## config.mk

```make
export PLATFORM = sky130hd
export DESIGN_NAME = plot_scheduler
export DESIGN_NICKNAME = d
export VERILOG_FILES = /design/src/rtl/plot_scheduler_pkg.sv /design/src/rtl/plot_scheduler_raster_counter.sv /design/src/rtl/plot_scheduler.sv
export SDC_FILE = /design/constraint.sdc
export NUM_CORES = 1
export LEC_CHECK = 0
export BUFFER_PORTS_ARGS = -buffer_cell sky130_fd_sc_hd__buf_2
export CAP_MARGIN = 40
export CELL_PAD_IN_SITES_DETAIL_PLACEMENT = 1
export CELL_PAD_IN_SITES_GLOBAL_PLACEMENT = 2
export CORE_MARGIN = 2
export CORE_UTILIZATION = 30
export CTS_CLUSTER_DIAMETER = 200
export DETAILED_ROUTE_END_ITERATION = 10
export GPL_TIMING_DRIVEN = 0
export HOLD_SLACK_MARGIN = 0.08
export PLACE_DENSITY = 0.85
export SLEW_MARGIN = 20
export SYNTH_ARGS = -nofsm -noshare
export SYNTH_HDL_FRONTEND = slang
export SYNTH_SLANG_ARGS = --single-unit
```

## constraint.sdc

```tcl
create_clock -name clock -period 2.6 [get_ports clock]
set_input_delay 0.52 -clock clock [delete_from_list [all_inputs] [get_ports clock]]
set_output_delay 0.52 -clock clock [all_outputs]
set_load 0.1 [all_outputs]
```

## src/rtl/plot_scheduler_pkg.sv

```systemverilog
// Shared screen geometry, scheduler states and colour constants for the
// framebuffer write-port scheduler.
package plot_scheduler_pkg;

  localparam int unsigned SCREEN_W    = 160;
  localparam int unsigned SCREEN_H    = 120;
  localparam int unsigned PIXELS      = SCREEN_W * SCREEN_H;
  localparam int unsigned ROM_LATENCY = 1;

  localparam int unsigned X_W      = 8;
  localparam int unsigned Y_W      = 7;
  localparam int unsigned ADDR_W   = 15;
  localparam int unsigned COLOUR_W = 3;

  typedef enum logic [1:0] {
    IDLE,
    FILL,
    DRAIN,
    PIXEL
  } state_t;

  localparam logic [COLOUR_W-1:0] BLACK = 3'b000;
  localparam logic [COLOUR_W-1:0] RED   = 3'b100;
  localparam logic [COLOUR_W-1:0] CYAN  = 3'b011;
  localparam logic [COLOUR_W-1:0] WHITE = 3'b111;

  function automatic logic on_screen(input logic [X_W-1:0] px, input logic [Y_W-1:0] py);
    return (px < X_W'(SCREEN_W)) && (py < Y_W'(SCREEN_H));
  endfunction

endpackage

```

## src/rtl/plot_scheduler_raster_counter.sv

```systemverilog
// Raster-order x/y counter: x runs 0..SCREEN_W-1 inner, y 0..SCREEN_H-1 outer,
// with synchronous clear/enable and a flag on the final pixel.
module raster_counter
  import plot_scheduler_pkg::*;
(
  input  logic           clock,
  input  logic           reset,
  input  logic           clear,
  input  logic           enable,
  output logic [X_W-1:0] x,
  output logic [Y_W-1:0] y,
  output logic           last
);

  logic x_end;
  logic y_end;

  assign x_end = (x == X_W'(SCREEN_W - 1));
  assign y_end = (y == Y_W'(SCREEN_H - 1));
  assign last  = x_end && y_end;

  always_ff @(posedge clock) begin
    if (reset || clear) begin
      x <= '0;
      y <= '0;
    end else if (enable) begin
      if (x_end) begin
        x <= '0;
        y <= y_end ? '0 : y + 1'b1;
      end else begin
        x <= x + 1'b1;
      end
    end
  end

endmodule

```

## src/rtl/plot_scheduler.sv

```systemverilog
// Arbitrates the single framebuffer write port between a full-screen redraw
// from the image ROM and single-pixel write requests.
module plot_scheduler
  import plot_scheduler_pkg::*;
(
  input  logic                clock,
  input  logic                reset,
  input  logic                fill_req,
  output logic                fill_busy,
  output logic                fill_done,
  input  logic                px_req,
  input  logic [X_W-1:0]      px_x,
  input  logic [Y_W-1:0]      px_y,
  input  logic [COLOUR_W-1:0] px_colour,
  output logic                px_ack,
  output logic [ADDR_W-1:0]   rom_addr,
  input  logic [COLOUR_W-1:0] rom_data,
  output logic                plot,
  output logic [X_W-1:0]      x,
  output logic [Y_W-1:0]      y,
  output logic [COLOUR_W-1:0] colour
);

  state_t                state;
  logic                  fill_pending;
  logic                  colour_from_rom;
  logic [COLOUR_W-1:0]   pixel_colour;
  logic                  cnt_clear;
  logic                  cnt_enable;
  logic                  cnt_last;
  logic [X_W-1:0]        cnt_x;
  logic [Y_W-1:0]        cnt_y;

  // Counter rests at (0,0) whenever no redraw is scanning, so FILL always starts there.
  assign cnt_clear  = (state != FILL);
  assign cnt_enable = (state == FILL) && !cnt_last;

  raster_counter u_raster (
    .clock  (clock),
    .reset  (reset),
    .clear  (cnt_clear),
    .enable (cnt_enable),
    .x      (cnt_x),
    .y      (cnt_y),
    .last   (cnt_last)
  );

  always_ff @(posedge clock) begin
    if (reset) begin
      state           <= IDLE;
      fill_pending    <= 1'b0;
      plot            <= 1'b0;
      px_ack          <= 1'b0;
      fill_busy       <= 1'b0;
      fill_done       <= 1'b0;
      colour_from_rom <= 1'b0;
      x               <= '0;
      y               <= '0;
      pixel_colour    <= BLACK;
      rom_addr        <= '0;
    end else begin
      plot            <= 1'b0;
      px_ack          <= 1'b0;
      fill_done       <= 1'b0;
      colour_from_rom <= 1'b0;
      unique case (state)
        IDLE: begin
          if (px_req) begin
            state        <= PIXEL;
            px_ack       <= 1'b1;
            plot         <= on_screen(px_x, px_y);
            x            <= px_x;
            y            <= px_y;
            pixel_colour <= px_colour;
            fill_pending <= fill_req;
          end else if (fill_req) begin
            state     <= FILL;
            fill_busy <= 1'b1;
            rom_addr  <= '0;
          end
        end
        PIXEL: begin
          if (fill_pending || fill_req) begin
            state        <= FILL;
            fill_busy    <= 1'b1;
            rom_addr     <= '0;
            fill_pending <= 1'b0;
          end else begin
            state <= IDLE;
          end
        end
        FILL: begin
          // Coordinates trail rom_addr by the ROM latency so they meet rom_data.
          plot            <= 1'b1;
          colour_from_rom <= 1'b1;
          x               <= cnt_x;
          y               <= cnt_y;
          if (cnt_last) begin
            state     <= DRAIN;
            fill_done <= 1'b1;
          end else begin
            rom_addr <= rom_addr + 1'b1;
          end
        end
        DRAIN: begin
          state     <= IDLE;
          fill_busy <= 1'b0;
        end
        default: state <= IDLE;
      endcase
    end
  end

  // The ROM output is itself registered; redraw plots take it straight through.
  assign colour = colour_from_rom ? rom_data : pixel_colour;

endmodule

```

==> flow_summary.json <==
{
  "wirelength_microns": 7930,
  "clock_sinks": 56,
  "post_cts_buffers": 0,
  "rsz0062_at_grt": "no",
  "hpwl_microns": 5910,
  "ctsLongestPathBuffers": 2,
  "dr.pass1.iters": 4,
  "synthXorXnorAreaFrac_pct": 3.04,
  "synthTopCellsByArea": "dfxtp_1 (43%), nand2_1 (7.1%), nor2_1 (5.3%), a311oi_1 (4.7%), nand3_1 (3.1%)",
  "die_y_microns": 97.0,
  "status": "finished, final reports clean",
  "synth-simple-area-share_pct": 27.7,
  "end_kind": "flip-flop",
  "grt_pass1_wl_microns": 12900,
  "vias_per_cell": 5.33,
  "drive_above_1_share_pct": 20.7,
  "yosysSeqAreaShare_pct": 43.2,
  "synth_top_cell_area_share_pct": 43.2,
  "power_density_nw_per_um2": 741,
  "synth_fa_ha_area_share_pct": 1.45,
  "postSynthCellCount": 319,
  "synth_fp_nets": 347,
  "grt_pass1_vias": 2557,
  "fin_util_pct": 37.9,
  "period_minus_slack_ns": 2.32,
  "fmax_ghz": 0.432,
  "crit_type": "flip-flop to flip-flop",
  "core.rowCount": 33,
  "synth_top_family_by_area": "simple AND/OR/NAND/NOR gates",
  "ys_warn_count": 0,
  "gp_congestion": 0.828,
  "die_w_microns": 97.0,
  "cts_buffers": 5,
  "grt.overflow.total": 0,
  "via_count": 2623,
  "cts_root_buf": "clkbuf_8",
  "die_area_sq_um": 9410,
  "grt_max_degree": 18,
  "io_buffers": 59,
  "post_cts_resized": 0,
  "area_growth_pct": 21.3,
  "drc_errors": 0,
  "arrival_ns": 2.53,
  "min_period_over_period_pct": 89.1,
  "tightest_slew_ns": 0.731,
  "setup.worst_path.start_class": "flip-flop",
  "setup_viol": 0,
  "layout_commonest_cell": "buf_2",
  "postCtsHoldBufs": 0,
  "cts_tree": "yes",
  "ys_types": 50,
  "drt_iter0_drc": 79,
  "core_sq_um": 8300,
  "wl_per_cell_microns": 16.1,
  "syn_area_sq_um": 2600,
  "max-slew-margin-rel_pct": 51.3,
  "hold_path_depth": 3,
  "antenna_found_initial": 0,
  "hold_viol_final": 0,
  "synth-seq-cells": 56,
  "critPathMaxFanout": 10,
  "nets": 414,
  "crit_required_ns": 2.81,
  "clkTransAtPathRegs_ns": 0.10,
  "ctsHtreeMaxLevel": 2,
  "synth-edff-count": 0,
  "diodes": 0,
  "final_cell_mix": "buf_2 (62), dfxtp_1 (54), nand2_1 (49)",
  "grt_usage_pct": 16.5,
  "power_leakage_nw": 1.27,
  "worst_hold_path_type": "input pin to flip-flop",
  "skew_ns": 0.0135,
  "synth.mux.area_fraction_pct": 1.69,
  "fillers": 1032,
  "vdd.ir_drop.worst_mv": 0.301,
  "maxCapViolations": 0,
  "yosysTopAreaCell": "dfxtp_1",
  "ys_dominant_reg_cell": "dfxtp_1",
  "synth_area_per_cell_sq_um": 8.14,
  "synth_compound_area_share_pct": 18.7,
  "fin_tns_setup_ns": 0,
  "antenna_left": 0,
  "slew_viol_final": 0,
  "async_reset_ff_share_pct": 0,
  "clk_latency_ns": 0.32,
  "ios": 62,
  "reg2reg_depth": 7,
  "start_util_pct": 31.3
}
## worst paths after layout
path | start | endpoint | slack (ns)
worst min register to register | pixel_colour[0]$_SDFFE_PP0P_ | pixel_colour[0]$_SDFFE_PP0P_ | 0.46
worst min-delay path | px_colour[0] | pixel_colour[0]$_SDFFE_PP0P_ | 0.43
worst max-delay path | u_raster.x[0]$_SDFFE_PP0P_ | rom_addr[13]$_SDFFE_PP0P_ | 0.28
worst max register to register | u_raster.x[0]$_SDFFE_PP0P_ | rom_addr[13]$_SDFFE_PP0P_ | 0.28
## Yosys cell counts, types with 3 or more instances
| cell type | count |
|---|---|
| a211oi_1 | 3 |
| dfxtp_1 | 56 |
| and3_1 | 3 |
| ha_1 | 3 |
| or3_1 | 5 |
| nor3_1 | 11 |
| clkbuf_1 | 13 |
| inv_1 | 7 |
| xor2_1 | 7 |
| a31oi_1 | 3 |
| nand3_1 | 16 |
| or4_1 | 4 |
| o31ai_1 | 3 |
| nand4_1 | 8 |
| a311oi_1 | 14 |
| o22ai_1 | 3 |
| a21oi_1 | 15 |
| a21o_1 | 5 |
| a21boi_1 | 3 |
| nand2_1 | 49 |
| nand2b_1 | 5 |
| mux2_2 | 3 |
| nor2_1 | 37 |
| o21ai_0 | 8 |
## power breakdown
group	total (W)	internal, W	switching, W
clock network	0.000597	0.000292	0.000305
logic	0.000780	0.000148	0.000632
registers	0.000958	0.000919	0.0000388
total	0.00233	0.00136	0.000976
## per-stage QoR
step	instances	hold slack, ns	area [sq um]	power, W	worst slack, ns
global route	492	0.440	3150	0.00244	0.126
CTS	491	0.434	3140	0.00235	0.113
finish	492	0.434	3150	0.00233	0.283
detailed placement	483	0.454	3030	0.00176	0.171
floorplan	319	0.434	2600	0.00158	0.0683
global placement	483	0.444	3030	0.00174	0.190
## worst max-delay path: stages, from the launching register on
cell and delay, ns:
dfxtp_1 0.46, ha_1 0.26, and4bb_2 0.29, nand2_2 0.09
buf_6 0.14, o21ai_1 0.57, o22ai_1 0.19, a21o_1 0.21
## per-layer routing
metal | track usage (%) | up-vias | share of wire (%)
met1 | 23.4 | 1264 | 49
met2 | 26.5 | 65 | 45
met4 | 3.47 | 0 | 1.0
li1 | - | 1286 | -
met5 | 0 | - | 0
met3 | 2.82 | 8 | 4.9
## sequential cells by signal, summed over array words and instances (netlist names), 2 cells and up
name / flops
rom_addr: 15
u_raster.x: 8
x: 8
u_raster.y: 7
y: 7
pixel_colour: 3
state: 2
## cell type report
| class | count | area [sq um] | share of cell area (%) |
|---|---|---|---|
| multi-input combinational | 237 | 1370 | 43.5 |
| sequential | 56 | 1120 | 35.7 |
| timing repair buffer | 60 | 300 | 9.54 |
| tap | 105 | 131 | 4.17 |
| buffer | 19 | 85.1 | 2.70 |
| clock buffer | 6 | 72.6 | 2.30 |
| clock inverter | 2 | 38.8 | 1.23 |
| inverter | 7 | 26.3 | 0.834 |
## cells by family after synthesis
logic type,count (synthesis)
simple gates,151
xor+xnor,9
buf+inv,26
mux,4
compound gates,70
fa+ha+maj,3
flops,56
Power figures use the tool's default switching activity.
